`src/rtl/maint_cmd_issuer.sv`:
```
`timescale 1ns/1ps
// maint_cmd_issuer: arbitrates refresh / ZQ / periodic-read maintenance requests, wins the DRAM
// command bus and issues PREA+REF, PREA+ZQCS or PRD. ZQ servicing is built only with MAINT_ISSUER_ZQ_EN.
module maint_cmd_issuer #(
  parameter int TCQ      = 100,
  parameter int tRP_CK   = 6,
  parameter int tRFC_CK  = 64,
  parameter int tZQCS_CK = 32,
  parameter int tPRD_CK  = 8
) (
  input  logic       clk,
  input  logic       rst,
  input  logic       dfi_init_complete,
  input  logic       autoref_req,
  input  logic       zq_req,
  input  logic       periodic_rd_req,
  output logic       autoref_ack,
  output logic       zq_ack,
  output logic       periodic_rd_ack,
  output logic       bus_req,
  input  logic       bus_gnt,
  output logic       cmd_valid,
  output logic [2:0] cmd_code,
  output logic       maint_busy
);

  typedef enum logic [2:0] {
    IDLE     = 3'd0,
    BUS_WAIT = 3'd1,
    PRE      = 3'd2,
    RP_WAIT  = 3'd3,
    ISSUE    = 3'd4,
    HOLD     = 3'd5
  } state_t;

  typedef enum logic [1:0] {
    SEL_REF = 2'd0,
    SEL_ZQ  = 2'd1,
    SEL_PRD = 2'd2
  } sel_t;

  localparam logic [2:0] CMD_NOP  = 3'b000;
  localparam logic [2:0] CMD_PREA = 3'b001;
  localparam logic [2:0] CMD_REF  = 3'b010;
  localparam logic [2:0] CMD_ZQCS = 3'b011;
  localparam logic [2:0] CMD_PRD  = 3'b100;

  localparam logic [7:0] RP_LOAD  = 8'(tRP_CK - 1);
  localparam logic [7:0] RFC_LOAD = 8'(tRFC_CK - 1);
  localparam logic [7:0] ZQ_LOAD  = 8'(tZQCS_CK - 1);
  localparam logic [7:0] PRD_LOAD = 8'(tPRD_CK - 1);

  // Registers carry no clock-to-out delay; an illegal TCQ or timing value shows up as this scope.
  if (TCQ < 0 || tRP_CK < 1 || tRP_CK > 255 || tRFC_CK < 1 || tRFC_CK > 255 ||
      tZQCS_CK < 1 || tZQCS_CK > 255 || tPRD_CK < 1 || tPRD_CK > 255) begin : g_bad_param
  end

  state_t     state_r;
  sel_t       sel_r;
  logic [7:0] cnt_r;
  logic       zq_pending_s;
  logic [2:0] issue_code_s;
  logic [2:0] issue_ack_s;
  logic [7:0] hold_load_s;
  logic [2:0] entry_code_s;
  logic [2:0] entry_ack_s;

`ifdef MAINT_ISSUER_ZQ_EN
  assign zq_pending_s = zq_req;
`else
  assign zq_pending_s = 1'b0;
`endif

  // Decode the latched request into its command, ack lane {ref,zq,prd} and hold count.
  always_comb begin
    issue_code_s = CMD_PRD;
    issue_ack_s  = 3'b001;
    hold_load_s  = PRD_LOAD;
    case (sel_r)
      SEL_REF: begin
        issue_code_s = CMD_REF;
        issue_ack_s  = 3'b100;
        hold_load_s  = RFC_LOAD;
      end
      SEL_ZQ: begin
        issue_code_s = CMD_ZQCS;
        issue_ack_s  = 3'b010;
        hold_load_s  = ZQ_LOAD;
      end
      default: begin
        issue_code_s = CMD_PRD;
        issue_ack_s  = 3'b001;
        hold_load_s  = PRD_LOAD;
      end
    endcase
    if (bus_gnt) begin
      entry_code_s = issue_code_s;
      entry_ack_s  = issue_ack_s;
    end else begin
      entry_code_s = CMD_NOP;
      entry_ack_s  = 3'b000;
    end
  end

  // Sequencer FSM; outputs are registered together with the state they belong to.
  always_ff @(posedge clk or posedge rst) begin
    if (rst) begin
      state_r         <= IDLE;
      sel_r           <= SEL_REF;
      cnt_r           <= 8'd0;
      bus_req         <= 1'b0;
      cmd_valid       <= 1'b0;
      cmd_code        <= CMD_NOP;
      autoref_ack     <= 1'b0;
      zq_ack          <= 1'b0;
      periodic_rd_ack <= 1'b0;
      maint_busy      <= 1'b0;
    end else if (!dfi_init_complete) begin
      state_r         <= IDLE;
      bus_req         <= 1'b0;
      cmd_valid       <= 1'b0;
      cmd_code        <= CMD_NOP;
      autoref_ack     <= 1'b0;
      zq_ack          <= 1'b0;
      periodic_rd_ack <= 1'b0;
      maint_busy      <= 1'b0;
    end else begin
      cmd_valid                                <= 1'b0;
      cmd_code                                 <= CMD_NOP;
      {autoref_ack, zq_ack, periodic_rd_ack}   <= 3'b000;
      case (state_r)
        IDLE: begin
          if (autoref_req || zq_pending_s || periodic_rd_req) begin
            sel_r      <= autoref_req ? SEL_REF : (zq_pending_s ? SEL_ZQ : SEL_PRD);
            state_r    <= BUS_WAIT;
            bus_req    <= 1'b1;
            maint_busy <= 1'b1;
          end else begin
            bus_req    <= 1'b0;
            maint_busy <= 1'b0;
          end
`ifndef MAINT_ISSUER_ZQ_EN
          zq_ack <= zq_req & ~zq_ack;
`endif
        end
        BUS_WAIT: begin
          if (bus_gnt) begin
            cmd_valid <= 1'b1;
            if (sel_r == SEL_PRD) begin
              state_r                              <= ISSUE;
              cmd_code                             <= entry_code_s;
              {autoref_ack, zq_ack, periodic_rd_ack} <= entry_ack_s;
            end else begin
              state_r  <= PRE;
              cmd_code <= CMD_PREA;
            end
          end
        end
        PRE: begin
          // cmd_valid high here means the PREA strobe already went out under grant.
          if (cmd_valid) begin
            if (RP_LOAD == 8'd0) begin
              state_r                              <= ISSUE;
              cmd_valid                            <= bus_gnt;
              cmd_code                             <= entry_code_s;
              {autoref_ack, zq_ack, periodic_rd_ack} <= entry_ack_s;
            end else begin
              state_r <= RP_WAIT;
              cnt_r   <= RP_LOAD;
            end
          end else if (bus_gnt) begin
            cmd_valid <= 1'b1;
            cmd_code  <= CMD_PREA;
          end
        end
        RP_WAIT: begin
          cnt_r <= cnt_r - 8'd1;
          if (cnt_r == 8'd1) begin
            state_r                              <= ISSUE;
            cmd_valid                            <= bus_gnt;
            cmd_code                             <= entry_code_s;
            {autoref_ack, zq_ack, periodic_rd_ack} <= entry_ack_s;
          end
        end
        ISSUE: begin
          if (cmd_valid) begin
            if (hold_load_s == 8'd0) begin
              state_r    <= IDLE;
              bus_req    <= 1'b0;
              maint_busy <= 1'b0;
            end else begin
              state_r <= HOLD;
              cnt_r   <= hold_load_s;
            end
          end else if (bus_gnt) begin
            cmd_valid                            <= 1'b1;
            cmd_code                             <= issue_code_s;
            {autoref_ack, zq_ack, periodic_rd_ack} <= issue_ack_s;
          end
        end
        HOLD: begin
          cnt_r <= cnt_r - 8'd1;
          if (cnt_r == 8'd1) begin
            state_r    <= IDLE;
            bus_req    <= 1'b0;
            maint_busy <= 1'b0;
          end
        end
        default: begin
          state_r    <= IDLE;
          bus_req    <= 1'b0;
          maint_busy <= 1'b0;
        end
      endcase
    end
  end

endmodule
```
`config.mk`:
```
export PLATFORM = sky130hd
export DESIGN_NAME = maint_cmd_issuer
export DESIGN_NICKNAME = d
export VERILOG_FILES = /design/src/rtl/maint_cmd_issuer.sv
export SDC_FILE = /design/constraint.sdc
export NUM_CORES = 1
export LEC_CHECK = 0
export ABC_AREA = 1
export CAP_MARGIN = 25
export CORE_MARGIN = 2
export CORE_UTILIZATION = 49
export DETAILED_ROUTE_END_ITERATION = 7
export PLACE_DENSITY = 0.76
export SLEW_MARGIN = 40
export SYNTH_ARGS = -nofsm -noshare
export SYNTH_HDL_FRONTEND = slang
export SYNTH_SLANG_ARGS = --single-unit
export TNS_END_PERCENT = 30
```
`constraint.sdc`:
```
create_clock -name clk -period 1.6 [get_ports clk]
set_clock_uncertainty 0.15 [all_clocks]
set_input_delay 0.16 -clock clk [delete_from_list [all_inputs] [get_ports clk]]
set_output_delay 0.16 -clock clk [all_outputs]
set_load 0.01 [all_outputs]
```
After elaboration in Yosys (flattened, before gate mapping)
Cells that the tools add are included.

$add $sub $neg: 1. Multiply operators: 0. Div/mod/pow operators: 0. Order comparisons: 0. Equality and inequality tests: 19. Shift operators: 0. Muxes and demuxes: 60. Bitwise gates (word level): 2. Reductions and logical operators: 12.

Operators by type and width (number): $mux 3 (16); $mux 1 (29); $mux 8 (3); $pmux 8 s3 (1); $ne 3x3->1 const B (7); $pmux 3 s6 (1); $pmux 3 s2 (2); $pmux 3 s4 (1); $pmux 6 s2 (1); $pmux 1 s3 (3); $eq 8x1->1 const B (1); $logic_not 8->1 (1); $ne 2x2->1 const B (4); $pmux 1 s4 (2); $sub 8x1->8 const B (1); $eq 3x2->1 const B (2); $eq 3x3->1 const B (2); $reduce_and 6->1 (1); $reduce_and 5->1 (1); $reduce_and 4->1 (1); $reduce_or 2->1 (2); $eq 3x1->1 const B (1); $logic_not 3->1 (1); $reduce_and 3->1 (1); other kinds (9) (9).

Flip-flop bits (word level): 21. Latch bits: 0. Bits in writable memories: 0. Bits in read-only memories: 0. Input bits: 7. Output and inout port bits: 9. Memories kept: 0.

Logic depth before layout (Yosys ltp)
Gate-level depths: netlist of the first run.

Word-level depth: 7. Gate-level depth with buffers: 11.

Least setup slack after synthesis of the first run
Ideal clock, no wire load.

Path type: flip-flop to flip-flop. Start point: register state_r[0]. End point: register cnt_r[1]. Library setup time: 0.119 ns. Arrival: 1.222 ns. Required time: 1.331 ns. Setup slack: 0.109 ns. Cell stages (with the launch flop): 10. Period minus slack after synthesis: 1.491 ns. Path through: dfrtp_1 -> inv_1 -> nor2_1 -> nand2_1 -> nand2_4 -> nor2_4 -> nor2_8 -> buf_8 -> nand2_1 -> o21ai_2.

Word-level cells in the longest chain between the ends: 4.

RTL lines: start: declaration (RTL line 58) `state_t state_r;`; start signal: assignment (RTL line 108) `state_r <= IDLE;`; start signal: assignment (RTL line 119) `state_r <= IDLE;`; start signal: assignment (RTL line 135) `state_r <= BUS_WAIT;`; $eq 3x3->1 / $eq 3x2->1 (equally long branches) (RTL line 131) `case (state_r)`; $reduce_or 2->1 (no source line); $reduce_bool 3->1 (no source line); $reduce_and 5->1 (no source line); end signal: assignment (RTL line 177) `cnt_r <= cnt_r - 8'd1;`; end signal: assignment (RTL line 193) `cnt_r <= hold_load_s;`; end signal: assignment (RTL line 202) `cnt_r <= cnt_r - 8'd1;`; end: declaration (RTL line 60) `logic [7:0] cnt_r;`.

Parallel ways exist; a longest one is shown, timed or not. A chain may end at the register's enable or synchronous reset.

Final worst setup path of the first run
Start point: register state_r[0]. End point: register cnt_r[0].

Same word-level chain as after synthesis.

==> results.md, run 1 <==
* Arrival @ worst endpoint at 1640 ps
* Area Growth Syn to Fin at 34.4%
* #FFs+latches synth at 20
* Placement Setup Slack at -75.1 ps
* Tcrit/Tclk final at just under 100%
* Critical path type: flop to flop
* Syn Inst Count at 177
* Share of the synthesized area in the top cell type at 40.0%
* Post-route ant nets at 0
* Layout cells sized above 1 at 24.4%
* Initial drt markers at 29
* Netlist cell types at 23
* Hold Crit Class: input pin to async pin
* Layout net count at 223
* Initial antenna violation count at 0
* Die boundary width at 54.5 um
* Tot GR Track Use at 25.5%
* CP max FO at 4
* DIE AREA at 2970 um2
* Dpl hpwl at around 2600 um
* Pre-antenna DRT Iters at 6
* CP endpoint kind: flop
* Final Hold Fails at 2
* Worst Setup Start Kind: flop
* Pwr dens at 1610 nW/um2
* Sequential cell area at 502 um2
* Io pins at 16
* Failing checks: hold timing
* VDD IR max at 942 uV
* Area of the multi-input gates at 689 um2
* Count leader, synth: nand2_1
* Routed WL per cell at 14.5 um
* Final-report max-slew violation count at 0
* EDFF count, synth at 0
* Hold buffers post-CTS at 0
* Num rows at 18
* Max_cap viols at 0
* Minimum clock period at roughly 1600 ps
* Num CTS Buffers at 3
* Post-synthesis mux area share at 0%
* Leak at just over 0.9 nW
* Synth Area in XOR/XNOR at 1.40%
* Ant. Diodes at 0
* Post-synthesis sequential area ratio at 40.0%
* Dominant cells by area after synthesis: dfrtp_1, nand2_1, inv_1, nand3_1, nor2_1
* Final setup viols at 0
* Via count at between 1k and 1.5k
* WHS at -3.99 ps
* Syn Nets at 186
* Measured slew at the worst slew-check pin at 431 ps
* Most area-hungry cell type in the Yosys netlist: dfrtp_1
* Simple logic cell fraction of the synthesized area at a little under two fifths
* Worst skew pair latency at 320 ps
* Status: complete, but fails checks
* RSZ-0062 raised after global routing: true
* Setup slack after layout at 17.6 ps
* CTS Root Cell: clkbuf_4
* Core area at 2450 um2
* TritonCTS clock tree: built
* Yosys warnings at 0
* H-tree levels at 1
* Die height at 54.5 um
* Number of clock sinks at 20
* Initial core utilization at between 50% and 60%
* Asr flop ratio synth at 100%
* Post-synth top flop: dfrtp_1
* Relative slew slack at ~70%
* Clk pin slew, worst setup/hold paths at 130 ps
* Grt ovf at 0
* Adder-cell share of the synthesized area at about 2%
* FILL cells at 201
* Largest family of logic cells by synthesized area: simple AND/OR/NAND/NOR gates
* Synth Cell Area at 1250 um2
* First-pass GRT wire length at 5270 um
* Synthesized area per cell at 7.07 um2
* R2R cell count at 8
* Final Power at 2.70 mW
* Compound-Gate Fraction of Synth Area at 8.60%
* Vias per inst at 5.30
* Data required time at the worst endpoint at 1660 ps
* Port bufs at 15
* # DRC at 0
* Largest net degree at the start of global routing at 21
* Total routed wirelength at 3520 um
* Vias in the first global route at 1280
* Sum Neg Setup Slack at 0 ps
* Maximum clock frequency at 0.632 GHz
* Gpl congestion at 0.853
* Clock Path Buffers at 2
* Synth top cells by count: nand2_1, inv_1, nor2_1, dfrtp_1, nand3_1
## power breakdown
| part | switching [mW] | internal, mW | total, mW |
|---|---|---|---|
| sequential | 0.143 | 0.657 | 0.800 |
| combinational | 0.860 | 0.608 | 1.47 |
| clock | 0.180 | 0.253 | 0.433 |
| total | 1.18 | 1.52 | 2.70 |
## final cells by class
cell class	instances	area share (%)
Clock buffer	3	1.34
Clock inverter	1	1.79
Inverter	28	6.25
Multi-Input combinational cell	127	41.0
Sequential cell	20	29.8
Tap cell	30	2.23
Timing Repair Buffer	34	17.6
## metrics by stage
step | util [%] | cell area (um2) | instances | hold WS (ps)
after CTS | 65.0 | 1600 | 240 | 5.54
after global routing | 68.5 | 1680 | 243 | 24.6
after detailed placement | 62.4 | 1530 | 235 | 279
after floorplan | - | 1250 | 177 | -26.2
after global placement | 62.4 | 1530 | 235 | 275
final | 68.5 | 1680 | 243 | -3.99
## logic make-up (layout without fill, tap and decap cells)
family          count (synthesis)  in the layout
simple gates                  103            104
buf+inv                        31             66
flops                          20             20
compound gates                 19             19
fa+ha+maj                       2              2
xor+xnor                        2              2
## metal layers
| layer | global-route usage [%] | vias to the layer above | part of all wire, % |
|---|---|---|---|
| met3 | 3.01 | 10 | 2.9 |
| li1 | - | 629 | - |
| met2 | 49.2 | 29 | 55 |
| met5 | 0 | - | 0 |
| met4 | 13.3 | 0 | 2.7 |
| met1 | 26.6 | 621 | 39 |
## repair_timing
| item | CTS | global route |
|---|---|---|
| endpoints found under the setup margin | 2 | 18 |
| setup buffers | 1 | 2 |
| gates cloned | 0 | 1 |
| pin swaps | 0 | 4 |
| gates resized for setup | 3 | 20 |
## worst max-delay path: stages, from the launching register on
cell     delay, ps
dfrtp_1        430
inv_2           80
nor2_1         140
nand2_1        140
nand2_4        110
buf_4          100
inv_1           40
o21ai_0        210
nand2_1         80
## worst paths after layout
path / slack [ps] / start / endpoint
setup / recovery: 20 / state_r[0] / cnt_r[0]
hold / removal: -4 / rst / cnt_r[7]
max in group asynchronous: 1060 / rst / state_r[2]
setup reg to reg: 20 / state_r[0] / cnt_r[0]
min in group clk: 250 / zq_req / zq_ack
hold reg to reg: 300 / zq_ack / zq_ack
## cell usage in the layout, fill, tap and decap left out, drive strengths merged
master and count:
a21oi 3, buf 19, bufinv 1, clkbuf 3, clkdlybuf4s50 14, dfrtp 20
dlymetal6s2s 1, ha 2, inv 28, nand2 52, nand3 21, nor2 25
nor3 5, nor4 1, o21ai 14, o21bai 2, xor2 2
## flip-flops by register name, indices dropped and copies added (netlist names)
signal,count
sel_r,1
periodic_rd_ack,1
state_r,3
cmd_code,3
autoref_ack,1
maint_busy,1
zq_ack,1
cmd_valid,1
cnt_r,8
(Power assumes the default switching activity.)
==> inputs of run 2 (changes only) <==
--- a/config.mk
+++ b/config.mk
@@ -5,12 +5,12 @@
 export SDC_FILE = /design/constraint.sdc
 export NUM_CORES = 1
 export LEC_CHECK = 0
-export ABC_AREA = 1
 export CAP_MARGIN = 25
 export CORE_MARGIN = 2
-export CORE_UTILIZATION = 49
+export CORE_UTILIZATION = 48
 export DETAILED_ROUTE_END_ITERATION = 7
-export PLACE_DENSITY = 0.76
+export PLACE_DENSITY = 0.75
+export RECOVER_POWER = 25
 export SLEW_MARGIN = 40
 export SYNTH_ARGS = -nofsm -noshare
 export SYNTH_HDL_FRONTEND = slang
==> run 2 against run 1 <==
Effect of this change: the run ends with setup timing left; setup slack got worse by 140 ps; routed wire length fell by 10%; sequential power rose by 5.4%; global-route usage fell by 1.1 points; final area fell by 0.97%.
==> results.md, run 2 <==
* Measured slew at the worst slew-check pin at 1090 ps (+662 ps)
* Adder-cell share of the synthesized area at 2.17% (+0.17 points)
* Netlist cell types at 41 (+78%)
* CTS Root Cell: clkbuf_4
* EDFF count, synth at 0 (unchanged)
* Maximum clock frequency at 0.581 GHz (-8.1%)
* Port bufs at 15 (unchanged)
* Dpl hpwl at 2140 um (-17%)
* Grt ovf at 0 (unchanged)
* Minimum clock period at 1720 ps (+139 ps)
* Sw Ratio at 41.9% (-1.8 points)
* Synth Cell Area at 1150 um2 (-7.7%)
* Count leader, synth: dfrtp_1
* Initial antenna violation count at 0 (unchanged)
* #FFs+latches synth at 20 (unchanged)
* Tot GR Track Use at 24.4% (-1.1 points)
* Data required time at the worst endpoint at 1660 ps (about the same)
* Logic pwr share at 57.0% (+2.7 points)
* Synthesized area per cell at 9.09 um2 (+29%)
* Die height at 53.1 um (-2.7%)
* Total routed wirelength at 3150 um (-10%)
* Max reg flops at 8 (unchanged)
* Worst path top cell family by delay: flip-flops
* First-pass GRT wire length at 4910 um (-6.8%)
* Share of the synthesized area in the top cell type at 43.3% (+3.3 points)
* # DRC at 0 (unchanged)
* Most area-hungry cell type in the Yosys netlist: dfrtp_1
* Ordered list of cells on the worst path: ha_1 > nor3b_4 > nand2_2 > buf_4 > o311a_1
* Syn Inst Count at 127 (-28%)
* Clock Path Buffers at 2 (unchanged)
* H-tree levels at 1 (unchanged)
* Tcrit/Tclk final at 108% (+8.7 points)
* Synth top cells by count: dfrtp_1, nand2_1, nor2_1, inv_1, a31oi_1
* Routed WL per cell at 16.1 um (+11%)
* Layout cells sized above 1 at 33.3% (+8.9 points)
* Hold Crit Class: input pin to flop
* Initial core utilization at 51.7% (+0.74 points)
* Area Growth Syn to Fin at 44.2%
* WHS at 242 ps (+246 ps)
* Clk pin slew, worst setup/hold paths at 120 ps (about the same)
* Asr flop ratio synth at 100% (unchanged)
* Ant. Diodes at 0 (unchanged)
* P_sw at 1.24 mW (+4.5%)
* Num rows at 17 (-1)
* CP bufs+invs at 1 (-2)
* VDD IR max at 1140 uV (+21%)
* Synth Area in XOR/XNOR at 1.52% (+0.12 points)
* Core area at 2230 um2 (-9.0%)
* Final-report max-slew violation count at 0 (unchanged)
* Layout net count at 178 (-20%)
* Number of clock sinks at 20 (unchanged)
* Reg with most FFs: cnt_r
* Critical path's slowest cell: dfrtp_1
* Post-route ant nets at 0 (unchanged)
* Reg power frac at 28.6% (-1.0 points)
* Largest family of logic cells by synthesized area: compound AO/OA/AOI/OAI gates
* Post-synth top flop: dfrtp_1
* Final setup viols at 13 (+13)
* Cell internal pwr at 1.71 mW (+13%)
* Via count at 1138 (-12%)
* CP max FO at 5 (+1)
* Syn Nets at 136 (-27%)
* Setup slack after layout at -122 ps (-139 ps)
* Leak at 0.742 nW (-19%)
* Status: complete, but fails checks
* DIE AREA at 2810 um2 (-5.4%)
* Num CTS Buffers at 3 (unchanged)
* CP endpoint kind: flop
* Relative slew slack at 27.2% (-44 points)
* RSZ-0062 raised after global routing: true
* Most common cell after layout, fill and taps aside: buf_4
* Clock power share at 14.4% (-1.6 points)
* Post-synthesis sequential area ratio at 43.3% (+3.3 points)
* Simple logic cell fraction of the synthesized area at 21.7% (-16 points)
* Placement Setup Slack at -61.7 ps (+13.4 ps)
* Failing checks: setup timing
* Pre-antenna DRT Iters at 4 (-2)
* Max_cap viols at 0 (unchanged)
* Vias in the first global route at 1117 (-13%)
* Io pins at 16 (unchanged)
* Largest registers: cnt_r x8, cmd_code x3, state_r x3
* Worst skew pair latency at 310 ps (about the same)
* Die boundary width at 53.1 um (-2.7%)
* Yosys warnings at 0 (unchanged)
* Final Hold Fails at 0 (-2)
* Post-synthesis mux area share at 0% (unchanged)
* Vias per inst at 5.81 (+9.5%)
* Most frequent cells in the layout: buf_4, dfrtp_1, clkdlybuf4s50_1
* Hold buffers post-CTS at 0 (unchanged)
* Compound-Gate Fraction of Synth Area at 24.7% (+16 points)
* Dominant cells by area after synthesis: dfrtp_1, nand2_1, a31oi_1, nor2_1, nor3b_1
* Largest net degree at the start of global routing at 21 (unchanged)
* Critical Path Max Stage Delay at 460 ps (+30 ps)
* Worst Setup Start Kind: flop
* Pwr dens at 1770 nW/um2 (+10%)
* Critical path type: flop to flop
* TritonCTS clock tree: built
* Gpl congestion at 0.878 (+3.0%)
* Arrival @ worst endpoint at 1780 ps (+140 ps)
* Initial drt markers at 31 (+6.9%)
-- run 2: cell count changes in the layout (fill, tap and decap cells not counted), moves of 5 or more --
cell,change
o21ai_0,-8
a31oi_1,+7
nor2_2,-5
inv_1,-17
nand3_1,-17
nand2_1,-31
buf_4,+6
nor2_1,-8
nand2_2,-5
-- run 2: through the flow --
step | util [%] | TNS, ps | area [um2] | cells | total power, mW
after floorplan | - | 0 | 1160 | 127 | 1.65
after global placement | 66.9 | -87.7 | 1490 | 189 | 2.17
after detailed placement | 66.9 | -324 | 1490 | 189 | 2.21
after CTS | 72.1 | -155 | 1610 | 196 | 2.76
after global routing | 74.6 | -1790 | 1670 | 196 | 3.13
final | 74.6 | -810 | 1670 | 196 | 2.95
-- run 2: cells by family after synthesis --
group | Yosys count
AOI/OAI and AO/OA | 41
xor gates and xnor gates | 2
adders and majority gates | 2
buffers and inverters | 16
DFF | 20
and+or+nand+nor | 46
-- run 2: worst paths after layout --
check | slack (ps) | cells past startpoint | startpoint | to
worst min-delay path | 240 | 2 | zq_req | zq_ack
worst max register to register | -120 | 5 | cnt_r[0] | state_r[1]
min in group asynchronous | 320 | 3 | rst | cnt_r[5]
worst min register to register | 300 | 1 | zq_ack | zq_ack
worst max-delay path | -120 | 5 | cnt_r[0] | state_r[1]
max in group asynchronous | 250 | 3 | rst | state_r[0]
-- run 2: area by class of cell --
type	instances	area, um2
multi-input cells	91	674
fillers	159	568
flip-flops and latches	20	502
repair buffers	43	364
inverters	10	37.5
well taps	28	35.0
clock inverters	1	30.0
clock buffers	3	22.5
-- run 2: worst register-to-register path: cells and delay by family (launching register included) --
family,cells,cell delay [ps]
DFF,1,460
and+or+nand+nor,2,380
AOI/OAI and AO/OA,1,280
adders and majority gates,1,190
buffers and inverters,1,160
-- run 2: power groups by stage --
stage | sequential (mW) | combinational (mW) | clock (mW)
final | 0.843 | 1.68 | 0.424
after global routing | 0.859 | 1.82 | 0.452
after CTS | 0.815 | 1.51 | 0.437
after detailed placement | 0.811 | 1.40 | 0
after global placement | 0.806 | 1.37 | 0
after floorplan | 0.794 | 0.852 | 0
-- run 2: per-layer routing --
layer  up-vias  track usage (%)  share of wire (%)
met1       557             29.6                 42
met4         0             10.3                1.7
met5         -                0                  0
li1        545                -                  -
met2        31             43.5                 53
met3         5             2.54                2.9
-- run 2: timing repair --
item                       CTS  global route
resized for setup           12            15
setup endpoints to repair   13            19
hold endpoints to repair     0             0
pin swaps                    2             2
buffers inserted             3             0
